===== src/rtl/gmii_rx_frame_ctrl.sv =====
// GMII receive frame controller: preamble/SFD strip, sof/eof framing,
// FCS/length/DA checking and saturating debug counters.
module gmii_rx_frame_ctrl #(
    parameter logic [47:0] LOCAL_MAC = 48'h00_0A_35_01_FE_C0,
    parameter int unsigned MIN_LEN   = 64,
    parameter int unsigned MAX_LEN   = 1518,
    parameter bit          DA_FILTER = 1'b1
) (
    input  logic        gmii_rxc,
    input  logic        rst,
    input  logic        gmii_rx_en,
    input  logic [7:0]  gmii_rxd,
    output logic [7:0]  rx_data,
    output logic        rx_valid,
    output logic        rx_sof,
    output logic        rx_eof,
    output logic        rx_err,
    output logic [10:0] frame_len,
    output logic [15:0] cnt_good,
    output logic [15:0] cnt_bad,
    output logic [15:0] cnt_drop
);

    typedef enum logic [1:0] {WAIT_GAP, IDLE, PREAMBLE, DATA} state_t;

    localparam logic [10:0] MIN_L    = 11'(MIN_LEN);
    localparam logic [10:0] MAX_L    = 11'(MAX_LEN);
    localparam logic [10:0] LEN_SAT  = 11'h7FF;
    localparam logic [31:0] CRC_RES  = 32'hDEBB_20E3;

    state_t      state_q;
    logic [2:0]  pre_cnt_q;
    logic [31:0] crc_q;
    logic [10:0] len_q;
    logic        uc_bad_q, bc_bad_q;
    logic [7:0]  hold_q;
    logic        hold_vld_q, hold_first_q;
    logic [7:0]  rx_data_q;
    logic        rx_valid_q, rx_sof_q, rx_eof_q, rx_err_q;
    logic [10:0] frame_len_q;
    logic [15:0] cnt_good_q, cnt_bad_q, cnt_drop_q;

    logic [31:0] crc_d;
    logic [7:0]  mac_byte_d;
    logic        da_bad_d;
    logic        frame_bad_d;

    function automatic logic [31:0] crc32_byte(input logic [31:0] c, input logic [7:0] d);
        logic [31:0] r;
        r = c ^ {24'h0, d};
        for (int unsigned i = 0; i < 8; i++)
            r = r[0] ? ((r >> 1) ^ 32'hEDB8_8320) : (r >> 1);
        return r;
    endfunction

    function automatic logic [15:0] sat_inc(input logic [15:0] v);
        return (v == 16'hFFFF) ? v : v + 16'd1;
    endfunction

    always_comb begin
        crc_d = crc32_byte(crc_q, gmii_rxd);
        case (len_q[2:0])
            3'd0:    mac_byte_d = LOCAL_MAC[47:40];
            3'd1:    mac_byte_d = LOCAL_MAC[39:32];
            3'd2:    mac_byte_d = LOCAL_MAC[31:24];
            3'd3:    mac_byte_d = LOCAL_MAC[23:16];
            3'd4:    mac_byte_d = LOCAL_MAC[15:8];
            3'd5:    mac_byte_d = LOCAL_MAC[7:0];
            default: mac_byte_d = '0;
        endcase
        // DA is bad only if it matches neither the unicast nor the broadcast address
        da_bad_d    = (uc_bad_q && bc_bad_q) || (len_q < 11'd6);
        frame_bad_d = (crc_q != CRC_RES) || (len_q < MIN_L) || (len_q > MAX_L)
                      || (DA_FILTER && da_bad_d);
    end

    always_ff @(posedge gmii_rxc or posedge rst) begin
        if (rst) begin
            state_q      <= WAIT_GAP;
            pre_cnt_q    <= '0;
            crc_q        <= '1;
            len_q        <= '0;
            uc_bad_q     <= 1'b0;
            bc_bad_q     <= 1'b0;
            hold_q       <= '0;
            hold_vld_q   <= 1'b0;
            hold_first_q <= 1'b0;
            rx_data_q    <= '0;
            rx_valid_q   <= 1'b0;
            rx_sof_q     <= 1'b0;
            rx_eof_q     <= 1'b0;
            rx_err_q     <= 1'b0;
            frame_len_q  <= '0;
            cnt_good_q   <= '0;
            cnt_bad_q    <= '0;
            cnt_drop_q   <= '0;
        end else begin
            rx_valid_q <= 1'b0;
            rx_sof_q   <= 1'b0;
            rx_eof_q   <= 1'b0;
            rx_err_q   <= 1'b0;
            case (state_q)
                WAIT_GAP: begin
                    if (!gmii_rx_en) state_q <= IDLE;
                end
                IDLE: begin
                    if (gmii_rx_en) begin
                        if (gmii_rxd == 8'h55) begin
                            state_q   <= PREAMBLE;
                            pre_cnt_q <= 3'd1;
                        end else begin
                            state_q    <= WAIT_GAP;
                            cnt_drop_q <= sat_inc(cnt_drop_q);
                        end
                    end
                end
                PREAMBLE: begin
                    if (!gmii_rx_en) begin
                        state_q    <= IDLE;
                        cnt_drop_q <= sat_inc(cnt_drop_q);
                    end else if (gmii_rxd == 8'h55) begin
                        if (pre_cnt_q != 3'd7) pre_cnt_q <= pre_cnt_q + 3'd1;
                    end else if (gmii_rxd == 8'hD5) begin
                        state_q    <= DATA;
                        len_q      <= '0;
                        crc_q      <= '1;
                        uc_bad_q   <= 1'b0;
                        bc_bad_q   <= 1'b0;
                        hold_vld_q <= 1'b0;
                    end else begin
                        state_q    <= WAIT_GAP;
                        cnt_drop_q <= sat_inc(cnt_drop_q);
                    end
                end
                DATA: begin
                    if (gmii_rx_en) begin
                        crc_q <= crc_d;
                        if (len_q != LEN_SAT) len_q <= len_q + 11'd1;
                        if (len_q < 11'd6) begin
                            uc_bad_q <= uc_bad_q | (gmii_rxd != mac_byte_d);
                            bc_bad_q <= bc_bad_q | (gmii_rxd != 8'hFF);
                        end
                        // One-byte hold stage: a byte is released only once we know
                        // whether another follows, so eof can ride on the last byte.
                        if (hold_vld_q) begin
                            rx_data_q  <= hold_q;
                            rx_valid_q <= 1'b1;
                            rx_sof_q   <= hold_first_q;
                        end
                        hold_q       <= gmii_rxd;
                        hold_vld_q   <= 1'b1;
                        hold_first_q <= (len_q == 11'd0);
                    end else begin
                        state_q    <= IDLE;
                        hold_vld_q <= 1'b0;
                        if (hold_vld_q) begin
                            rx_data_q   <= hold_q;
                            rx_valid_q  <= 1'b1;
                            rx_sof_q    <= hold_first_q;
                            rx_eof_q    <= 1'b1;
                            rx_err_q    <= frame_bad_d;
                            frame_len_q <= len_q;
                            if (frame_bad_d) cnt_bad_q  <= sat_inc(cnt_bad_q);
                            else             cnt_good_q <= sat_inc(cnt_good_q);
                        end else begin
                            cnt_bad_q <= sat_inc(cnt_bad_q);
                        end
                    end
                end
                default: state_q <= WAIT_GAP;
            endcase
        end
    end

    assign rx_data   = rx_data_q;
    assign rx_valid  = rx_valid_q;
    assign rx_sof    = rx_sof_q;
    assign rx_eof    = rx_eof_q;
    assign rx_err    = rx_err_q;
    assign frame_len = frame_len_q;
    assign cnt_good  = cnt_good_q;
    assign cnt_bad   = cnt_bad_q;
    assign cnt_drop  = cnt_drop_q;

endmodule


===== config.mk =====
export PLATFORM = sky130hd
export DESIGN_NAME = gmii_rx_frame_ctrl
export DESIGN_NICKNAME = d
export VERILOG_FILES = /design/src/rtl/gmii_rx_frame_ctrl.sv
export SDC_FILE = /design/constraint.sdc
export NUM_CORES = 1
export LEC_CHECK = 0
export CORE_AREA = 2 2 90 158
export CTS_BUF_LIST = sky130_fd_sc_hd__clkbuf_8
export DETAILED_ROUTE_END_ITERATION = 16
export DIE_AREA = 0 0 92 160
export PLACE_DENSITY = 0.75
export SKIP_CTS_REPAIR_TIMING = 1
export SKIP_LAST_GASP = 1
export SLEW_MARGIN = 10
export SYNTH_ARGS = -nofsm -noshare
export SYNTH_HDL_FRONTEND = slang
export SYNTH_SLANG_ARGS = --single-unit

===== constraint.sdc =====
create_clock -name gmii_rxc -period 4.1 [get_ports gmii_rxc]
set_input_delay 0.615 -clock gmii_rxc [delete_from_list [all_inputs] [get_ports gmii_rxc]]
set_output_delay 0.615 -clock gmii_rxc [all_outputs]
set_load 0.01 [all_outputs]

# ---- Word-level counts from Yosys, hierarchy flattened
# Index checks and enable logic that the tools add are counted.
dict set report classes {
  n_addsub 4
  n_lt_le_gt_ge 3
  n_eq_ne 29
  n_mux 57
  bitwise 14
  n_reduce_logical 21
}
# op n
set ops {}
lappend ops {{$mux W32} 12}
lappend ops {{$mux W16} 9}
lappend ops {{$not A13 Y14} 8}
lappend ops {{$pmux W32 S2} 1}
lappend ops {{$mux W11} 5}
lappend ops {{$add A16 B1 Y16 const B} 3}
lappend ops {{$eq A16 B16 Y1 const B} 3}
lappend ops {{$pmux W8 S5} 1}
lappend ops {{$ne A32 B32 Y1 const B} 1}
lappend ops {{$pmux W16 S2} 1}
lappend ops {{$xor A32 B8 Y32} 1}
lappend ops {{$pmux W11 S2} 1}
lappend ops {{$ne A2 B2 Y1 const B} 9}
lappend ops {{$mux W1} 17}
lappend ops {{$reduce_and A5 Y1} 3}
lappend ops {{$mux W2} 6}
lappend ops {{$reduce_and A6 Y1} 2}
lappend ops {{$add A11 B1 Y11 const B} 1}
lappend ops {{$gt A11 B11 Y1 const B} 1}
lappend ops {{$logic_not A11 Y1} 1}
lappend ops {{$lt A11 B3 Y1 const B} 1}
lappend ops {{$lt A11 B7 Y1 const B} 1}
lappend ops {{$ne A11 B11 Y1 const B} 1}
lappend ops {{$reduce_and A3 Y1} 3}
lappend ops {{22 further kinds} 36}
dict set report word_totals {
  regBits 128
  input_bits 11
  output_inout_bits 71
  wordCells 145
}

# ---- Longest topological paths before layout
# Gate-level depths: netlist (run 1).
dict set report depth {
  depth_word 19
  depth_mapped 10
  mapped_depth_nobuf 8
}

# ---- Least setup slack after synthesis (run 1)
# No wires, ideal clock.
dict set report synth_timing {
  kind {input to register}
  from {in gmii_rxd[1]}
  to {reg len_q[4]}
  setup_ps 87
  arrival_time_ps 2008
  required_ps 4013
  setup_slack_ps 2005
  path_stages 6
  path_buffers 0
  path_cell_list {nor3_2 -> nand4_1 -> a21oi_2 -> o21ai_2 -> or4_1 -> o211ai_1}
}
dict set report synth_via {
  elab_chain_cells 3
  word_cells_on_any_way 5
  classes_between {4 x eq/ne; 1 x reduce/logical}
}
# element line
set synth_rtl {}
lappend synth_rtl {{from (decl)} 12} ;# input logic [7:0] gmii_rxd,
lappend synth_rtl {{$eq A8 B8 Y1 / $eq A8 B7 Y1 (equally long branches)} {123, 121}}
lappend synth_rtl {{$ne A2 B2 Y1 (no line)} -}
lappend synth_rtl {{$reduce_and A6 Y1 (no line) *} -}
lappend synth_rtl {{to (signal assigned)} 138} ;# if (len_q != LEN_SAT) len_q <= len_q + 11'd1;
lappend synth_rtl {{to (decl)} 34} ;# logic [10:0] len_q;
# Mark *: on every way between the ends. The rest lies on a longest branch, timed or not.
# A chain may end at the register's enable or synchronous reset.

# ---- Worst setup path in the final report (run 1)
dict set report layout_timing {
  from {reg crc_q[30]}
  to {reg cnt_good_q[1] (netlist: cnt_good[1])}
}
dict set report layout_via {
  elab_chain_cells 6
}
# element line
set layout_rtl {}
lappend layout_rtl {{from (decl)} 33} ;# logic [31:0] crc_q;
lappend layout_rtl {{from (signal assigned)} 137} ;# crc_q <= crc_d;
lappend layout_rtl {{$ne A32 B32 Y1} 73} ;# frame_bad_d = (crc_q != CRC_RES) || (len_q < MIN_L) || (len_q > MAX_L)
lappend layout_rtl {{$logic_or A1 B1 Y1 (2 in a row)} 73}
lappend layout_rtl {{$logic_or A1 B1 Y1} 74} ;# || (DA_FILTER && da_bad_d);
lappend layout_rtl {{$not A1 Y1 (no line)} -}
lappend layout_rtl {{$reduce_and A5 Y1 (no line)} -}
lappend layout_rtl {{to (signal assigned)} 164} ;# else cnt_good_q <= sat_inc(cnt_good_q);
lappend layout_rtl {{to (decl)} 41} ;# logic [15:0] cnt_good_q, cnt_bad_q, cnt_drop_q;
# Every way passes these cells.

==> qor.yml, run 1 <==
status: "complete, no violations"
clock_power_share_pct: 35.0
portBuffers: 81
cp_num_buf_inv: 0
dp.final_hpwl_um: 10780
vias_per_cell: 5.472
yosys.area_share.adder_pct: 2.271
postSynthAreaPerCell_um2: 11.09
syn2layout_area_growth_pct: 20.57
p_sw_w: 0.0008760
stdcell_count: 870
clockBufferDepth: 2
cts_max_level: 4
synth_fp_nets: 619
remaining_drc_errors: 0
yosysTopAreaCell: "dfrtp_1"
hold_slack_ns: 0.4865
path_max_fanout: 16
yosys-top-cells-area: "dfrtp_1 36%, dfstp_2 13%, xnor2_1 8.9%"
die-area_um2: 14720
fin_nets: 704
grt_overflow_total: 0
insertion_delay_ns: 0.44
drive_gt1_share_pct: 19.91
grt_first_pass_wirelength_um: 24450
rows: 57
clk_pin_slew_ns: 0.07
crit_family: "simple AND/OR/NAND/NOR gates"
drv_slew: 0
fin_util_pct: 58.83
start_util_pct: 48.79
cts_tree: "built"
synth_top_family_by_area: "XOR/XNOR gates"
cpMaxStageDelayCell: "and2_1"
hold_viol: 0
fin_crit_sh_pct: 67.37
cellLeakagePower_nw: 3.485
max_freq_mhz: 362.0
worstPathRequired_ns: 4.43
worstSetupPathType: "reg2reg"
tightest_slew_ns: 0.8002
synth-xor-area-share_pct: 18.21
drt-pass1-iter-count: 4
yosys.cell_types.count: 56
route.antenna.remaining_nets: 0
yosysWarningCount: 0
synth_area_um2: 6611
grt_max_degree: 66
seqPwrFrac_pct: 46.0
cap_violations: 0
rsz0062_at_grt: "false"
p_per_area_nw_per_um2: 381.4
fin_tns_setup_ns: 0
drt_wl_total_um: 14770
fin_crit_ns: 2.762
cts_made_buffers: 17
synth_compound_area_share_pct: 6.321
first_global_vias: 4970
core_area_um2: 13550
hp-class: "reg2reg"
cts.sinks: 128
die_w_um: 92
ys_seq_area_share_pct: 49.05
synth-seq-cells: 128
worstSetupEndpointType: "flop"
p_int_w: 0.002164
gp_congestion: 0.9530
yosysTopAreaCellShare_pct: 36.34
p_comb_share_pct: 18.9
clock_skew_ns: 0.01839
syn_inst: 596
finalSetupViolCount: 0
synthMuxAreaShare_pct: 5.072
arrival_ns: 3.09
dr_total_vias: 4761
cts-root-buf: "clkbuf_8"
placed_cells: 839
ios: 82
grt_antenna_before_repair: 0
worstPathCellList: "nand4_1, or3_1, nor4b_2, and2_1, mux2_2"
critPathLaunchType: "flop"
initialDrtViolationCount: 235
swShare_pct: 28.81
final_common_cell: "dfrtp_1"
fillers: 1134
power_w: 0.003040
mostFrequentLayoutCells: "96 x dfrtp_1, 81 x clkdlybuf4s50_1, 67 x xnor2_1"
die_h_um: 160
avgRoutedWirePerCell_um: 16.97
yosys.area_share.simple_pct: 16.31
grtUsageTotal_pct: 20.87
antenna-diode-count: 0
worst_slew_margin_rel_pct: 46.65
ir_worst_vdd_v: 0.0002537
slowest_delay_ns: 0.65
==> logic make-up after synthesis <==
| family | count (synthesis) |
|---|---|
| AOI/OAI and AO/OA | 72 |
| xor gates and xnor gates | 122 |
| adders and majority gates | 12 |
| buffers and inverters | 39 |
| DFF | 128 |
| muxes | 30 |
| and+or+nand+nor | 193 |
==> through the flow <==
step / area (um2) / worst slack [ns]
finish: 7971 / 1.338
global route: 7971 / 1.079
CTS: 7971 / 1.344
detailed placement: 7585 / 1.098
global placement: 7585 / 1.159
floorplan: 6611 / 0.1253
==> power groups by stage <==
stage               registers, W  clock network [W]  logic (W)
finish                   0.00140            0.00107   0.000576
global route             0.00141            0.00114   0.000621
CTS                      0.00140            0.00110   0.000578
detailed placement       0.00142                  0   0.000573
global placement         0.00142                  0   0.000560
floorplan                0.00142                  0   0.000398
==> layout make-up <==
cell class | count | area, um2 | share of cell area [%]
flip-flops and latches | 128 | 3243 | 40.68
clock inverters | 13 | 138.9 | 1.742
repair buffers | 86 | 860.8 | 10.80
multi-input cells | 429 | 3186 | 39.96
clock buffers | 18 | 247.7 | 3.108
inverters | 19 | 73.82 | 0.9261
well taps | 177 | 221.5 | 2.778
==> cells in the mapped netlist, drive strengths merged <==
cell type	instances
dfrtp	96
xnor2	82
nor2	51
a21oi	43
xor2	40
nand2	38
dfstp	32
nand3	29
mux2	28
inv	19
nand4	17
o21ai	14
clkbuf	13
and4	12
ha	12
and3	11
nor3	11
buf	7
a31oi	4
and4bb	4
nor2b	4
or4	4
and2	3
or3	3
mux2i	2
nor4	2
nor4b	2
o211ai	2
a211oi	1
a21boi	1
a21o	1
a22o	1
a22oi	1
a41o	1
a41oi	1
nand4b	1
nand4bb	1
o221a	1
o2bb2ai	1
==> sequential cells by signal, indices dropped and copies added, names as in the netlist, 2 cells and up <==
name,flops
frame_len,11
hold_q,8
state_q,2
rx_data,8
cnt_bad,16
cnt_good,16
len_q,11
crc_q,32
cnt_drop,16
==> tightest hold or removal path, cell delays in order, from the launching register on <==
cell and delay [ns]:
dfrtp_1 0.34, nand2_1 0.05, o21ai_0 0.06
==> layer usage <==
layer	GRT usage [%]	wire [um]	vias to the layer above	part of all wire, %
li1	-	-	2219	-
met1	23.35	5645	2368	38
met2	37.73	8183	142	55
met3	4.292	529	32	3.6
met4	9.159	408	0	2.8
met5	0	0	-	0
==> worst paths after layout <==
check / start / end / slack [ns] / cells after the start
worst max-delay path: crc_q[30] / cnt_good[1] / 1.34 / 5
worst min-delay path: hold_first_q / hold_first_q / 0.49 / 2
worst max register to register: crc_q[30] / cnt_good[1] / 1.34 / 5
worst min register to register: hold_first_q / hold_first_q / 0.49 / 2
max in group asynchronous: rst / crc_q[4] / 2.55 / 3
min in group asynchronous: rst / cnt_good[8] / 0.68 / 2
No activity file was read; power rests on OpenSTA's default activity.
==> run 2, diff against run 1 <==
clock period = 2.25 ns   (was 4.1 ns; I/O delays follow)
==> qor.yml, run 2 (same netlist as run 1, synthesis figures left out) <==
status: "finished with violations"
rows: 57
vias_per_cell: 5.392
crit_top_cell: "or4_4"
worst_slew_margin_rel_pct: 60.41
largest_reg_flops: 32
clock_skew_ns: 0.01315
power_w: 0.005569
p_per_area_nw_per_um2: 648.1
cts.sinks: 128
slowest_delay_ns: 0.58
cts_made_buffers: 17
clk_pin_slew_ns: 0.08
mostFrequentLayoutCells: "96 x dfrtp_1, 81 x clkdlybuf4s50_1, 67 x xnor2_1"
worstPathRequired_ns: 2.58
dp.final_hpwl_um: 11970
cap_violations: 0
initialDrtViolationCount: 283
max_freq_mhz: 439.5
worstPathCellList: "or4_4, o211ai_2, nor4b_2, buf_4, a21o_2, or4_4, xnor2_2"
start_util_pct: 48.79
cts_tree: "built"
worstSetupPathType: "reg2reg"
portBuffers: 81
final_common_cell: "dfrtp_1"
fin_crit_ns: 2.275
insertion_delay_ns: 0.45
arrival_ns: 2.60
syn2layout_area_growth_pct: 29.98
die_h_um: 160
first_global_vias: 5417
gp_congestion: 0.9330
cts_max_level: 4
grt_first_pass_wirelength_um: 26410
fin_nets: 774
cts-root-buf: "clkbuf_8"
remaining_drc_errors: 0
finalSetupViolCount: 3
drive_gt1_share_pct: 28.27
ir_worst_vdd_v: 0.0005038
avgRoutedWirePerCell_um: 17.03
drt_wl_total_um: 16030
setup_ws_ns: -0.02525
violations: "negative setup slack"
antenna-diode-count: 0
fin_crit_sh_pct: 101.1
rsz0062_at_grt: "true"
core_area_um2: 13550
route.antenna.remaining_nets: 0
path_max_fanout: 4
grt_max_degree: 36
die_w_um: 92
worstSetupEndpointType: "flop"
grt_overflow_total: 0
hp-class: "in2async"
ios: 82
grtUsageTotal_pct: 22.79
drt-pass1-iter-count: 4
critPathLaunchType: "flop"
die-area_um2: 14720
cp_num_buf_inv: 1
fillers: 1105
cpMaxStageDelayCell: "or4_4"
dr_total_vias: 5074
clockBufferDepth: 2
tightest_slew_ns: 0.5926
fin_util_pct: 63.42
hold_viol: 0
drv_slew: 0
crit_family: "simple AND/OR/NAND/NOR gates"
regMostFlops: "crc_q"
cellLeakagePower_nw: 3.851
grt_antenna_before_repair: 0
-- run 2: through the flow --
stage / std cells / TNS (ns) / hold WS, ns / setup slack [ns] / area (um2)
finish: 941 / -0.05749 / 0.3006 / -0.02525 / 8593
global route: 941 / -0.7928 / 0.3263 / -0.08196 / 8593
CTS: 939 / -0.1330 / 0.2998 / -0.04671 / 8532
detailed placement: 907 / -1.119 / 0.4751 / -0.1121 / 8172
global placement: 907 / -0.3477 / 0.4593 / -0.1140 / 8172
floorplan: 596 / 0 / 0.4418 / 0.1577 / 6615
-- run 2: layout make-up --
cell class / count / area [um2] / share of cell area, %
tap: 177 / 221.5 / 2.577
multi-input combinational: 429 / 3224 / 37.52
clock buffer: 20 / 275.3 / 3.203
inverter: 19 / 75.07 / 0.8736
clock inverter: 12 / 85.08 / 0.9901
timing repair buffer: 156 / 1469 / 17.09
sequential: 128 / 3243 / 37.74
-- run 2: power breakdown --
group	switching, W	internal, W
combinational	0.000582	0.000643
sequential	0.000116	0.00243
clock	0.000951	0.000849
-- run 2: final timing paths --
| check | to | cells after the start | startpoint | slack, ns |
|---|---|---|---|---|
| max | cnt_bad[14] | 7 | len_q[6] | -0.03 |
| max reg2reg | cnt_bad[14] | 7 | len_q[6] | -0.03 |
| max in group asynchronous | crc_q[26] | 3 | rst | 1.29 |
| min | cnt_drop[4] | 2 | rst | 0.30 |
| min in group gmii_rxc | frame_len[2] | 2 | frame_len[2] | 0.49 |
| min reg2reg | frame_len[2] | 2 | frame_len[2] | 0.49 |
-- run 2: layer usage --
layer / wire [um] / vias up / track usage, %
met5: 0 / - / 0
met4: 564 / 0 / 12.01
met3: 504 / 40 / 3.868
met2: 9112 / 135 / 42.95
met1: 5847 / 2545 / 23.48
li1: - / 2354 / -
==> run 3, diff against run 2 <==
CTS_CLUSTER_DIAMETER = 60   (was not set)
HOLD_SLACK_MARGIN = 0.12   (was not set)
TNS_END_PERCENT = 1   (was not set)
==> qor.yml, run 3 (same netlist as run 1, synthesis figures left out) <==
status: "finished with violations"
violations: "negative setup slack"
finalSetupViolCount: 2
rsz0062_at_grt: "true"
cp_num_buf_inv: 1
critPathLaunchType: "flop"
crit_top_cell: "or4_4"
cts_tree: "built"
worst_slew_margin_rel_pct: 60.40
die-area_um2: 14720
fin_crit_sh_pct: 101.2
worstSetupEndpointType: "flop"
portBuffers: 81
grt_overflow_total: 0
fin_util_pct: 63.12
grt_antenna_before_repair: 0
initialDrtViolationCount: 308
grt_first_pass_wirelength_um: 26410
rows: 57
mostFrequentLayoutCells: "96 x dfrtp_1, 81 x clkdlybuf4s50_1, 67 x xnor2_1"
cts_made_buffers: 17
hold_viol: 0
arrival_ns: 2.61
remaining_drc_errors: 0
cts_max_level: 4
power_w: 0.005568
setup_ws_ns: -0.02772
fin_nets: 773
p_per_area_nw_per_um2: 650.9
cap_violations: 0
slowest_delay_ns: 0.58
largest_reg_flops: 32
cts-root-buf: "clkbuf_8"
ir_worst_vdd_v: 0.0005005
fin_area_um2: 8553
dp_worst_setup_slack_ns: -0.1121
die_h_um: 160
dp.final_hpwl_um: 11970
worstPathCellList: "or4_4, o211ai_2, nor4b_2, buf_4, a21o_2, or4_4, xnor2_2"
stdcell_count: 940
tightest_slew_ns: 0.5927
cpMaxStageDelayCell: "or4_4"
drv_slew: 0
grt_max_degree: 36
fin_crit_ns: 2.278
worstPathRequired_ns: 2.58
drt_wl_total_um: 15910
route.antenna.remaining_nets: 0
first_global_vias: 5417
die_w_um: 92
crit_family: "simple AND/OR/NAND/NOR gates"
regMostFlops: "crc_q"
antenna-diode-count: 0
vias_per_cell: 5.410
clk_pin_slew_ns: 0.08
final_common_cell: "dfrtp_1"
start_util_pct: 48.79
drt-pass1-iter-count: 4
worstSetupPathType: "reg2reg"
hp-class: "in2async"
placed_cells: 907
core_area_um2: 13550
drive_gt1_share_pct: 27.65
clockBufferDepth: 2
avgRoutedWirePerCell_um: 16.92
cts.sinks: 128
dr_total_vias: 5085
clock_skew_ns: 0.01298
fillers: 1104
gp_congestion: 0.9330
dpl-instance-area_um2: 8172
ios: 82
insertion_delay_ns: 0.45
syn2layout_area_growth_pct: 29.37
cellLeakagePower_nw: 3.828
grtUsageTotal_pct: 22.79
path_max_fanout: 4
max_freq_mhz: 439.0
-- run 3: cell count changes in the layout (fill, tap and decap cells not counted) --
cell and delta:
nor3_1 +4, nor3_2 -3, buf_2 +1, buf_4 -1, buf_6 -1, nor3_4 -1
-- run 3: stage by stage --
| stage | setup TNS [ns] | hold slack, ns |
|---|---|---|
| final | -0.03426 | 0.3005 |
| after floorplan | 0 | 0.4418 |
| after detailed placement | -1.119 | 0.4751 |
| after CTS | -0.1330 | 0.2998 |
| after global routing | -0.9053 | 0.3263 |
| after global placement | -0.3477 | 0.4593 |
-- run 3: layout make-up --
type	count	area (um2)	share of cell area [%]
clock buffer	20	275.3	3.218
clock inverter	12	85.08	0.9947
multi-input combinational	429	3198	37.39
tap	177	221.5	2.589
timing repair buffer	155	1455	17.01
sequential	128	3243	37.92
inverter	19	75.07	0.8777
-- run 3: report_power, final --
part / internal (W) / switching [W] / leakage, nW
Combinational: 0.000643 / 0.000584 / 2.02
Clock: 0.000849 / 0.000947 / 0.177
Sequential: 0.00243 / 0.000117 / 1.63
-- run 3: worst register-to-register path: cells and delay by family (launching register included) --
kind            cells  cell delay, ns
xor+xnor            1            0.15
compound gates      2            0.40
flops               1            0.40
buf+inv             1            0.14
simple gates        3            1.09
-- run 3: final timing paths --
check / from / to / slack (ns) / cells past startpoint
min in group gmii_rxc: frame_len[2] / frame_len[2] / 0.49 / 2
worst max register to register: len_q[6] / cnt_bad[14] / -0.03 / 7
worst min register to register: frame_len[2] / frame_len[2] / 0.49 / 2
worst max-delay path: len_q[6] / cnt_bad[14] / -0.03 / 7
worst min-delay path: rst / cnt_drop[4] / 0.30 / 2
max in group asynchronous: rst / crc_q[27] / 1.29 / 3
-- run 3: layer usage --
layer  part of all wire [%]  routed length, um  up-vias  global-route usage (%)
li1                       -                  -     2352                       -
met5                      0                  0        -                       0
met4                    3.6                568        0                   12.01
met3                    2.7                432       40                   3.868
met1                     37               5840     2561                   23.48
met2                     57               9066      132                   42.95
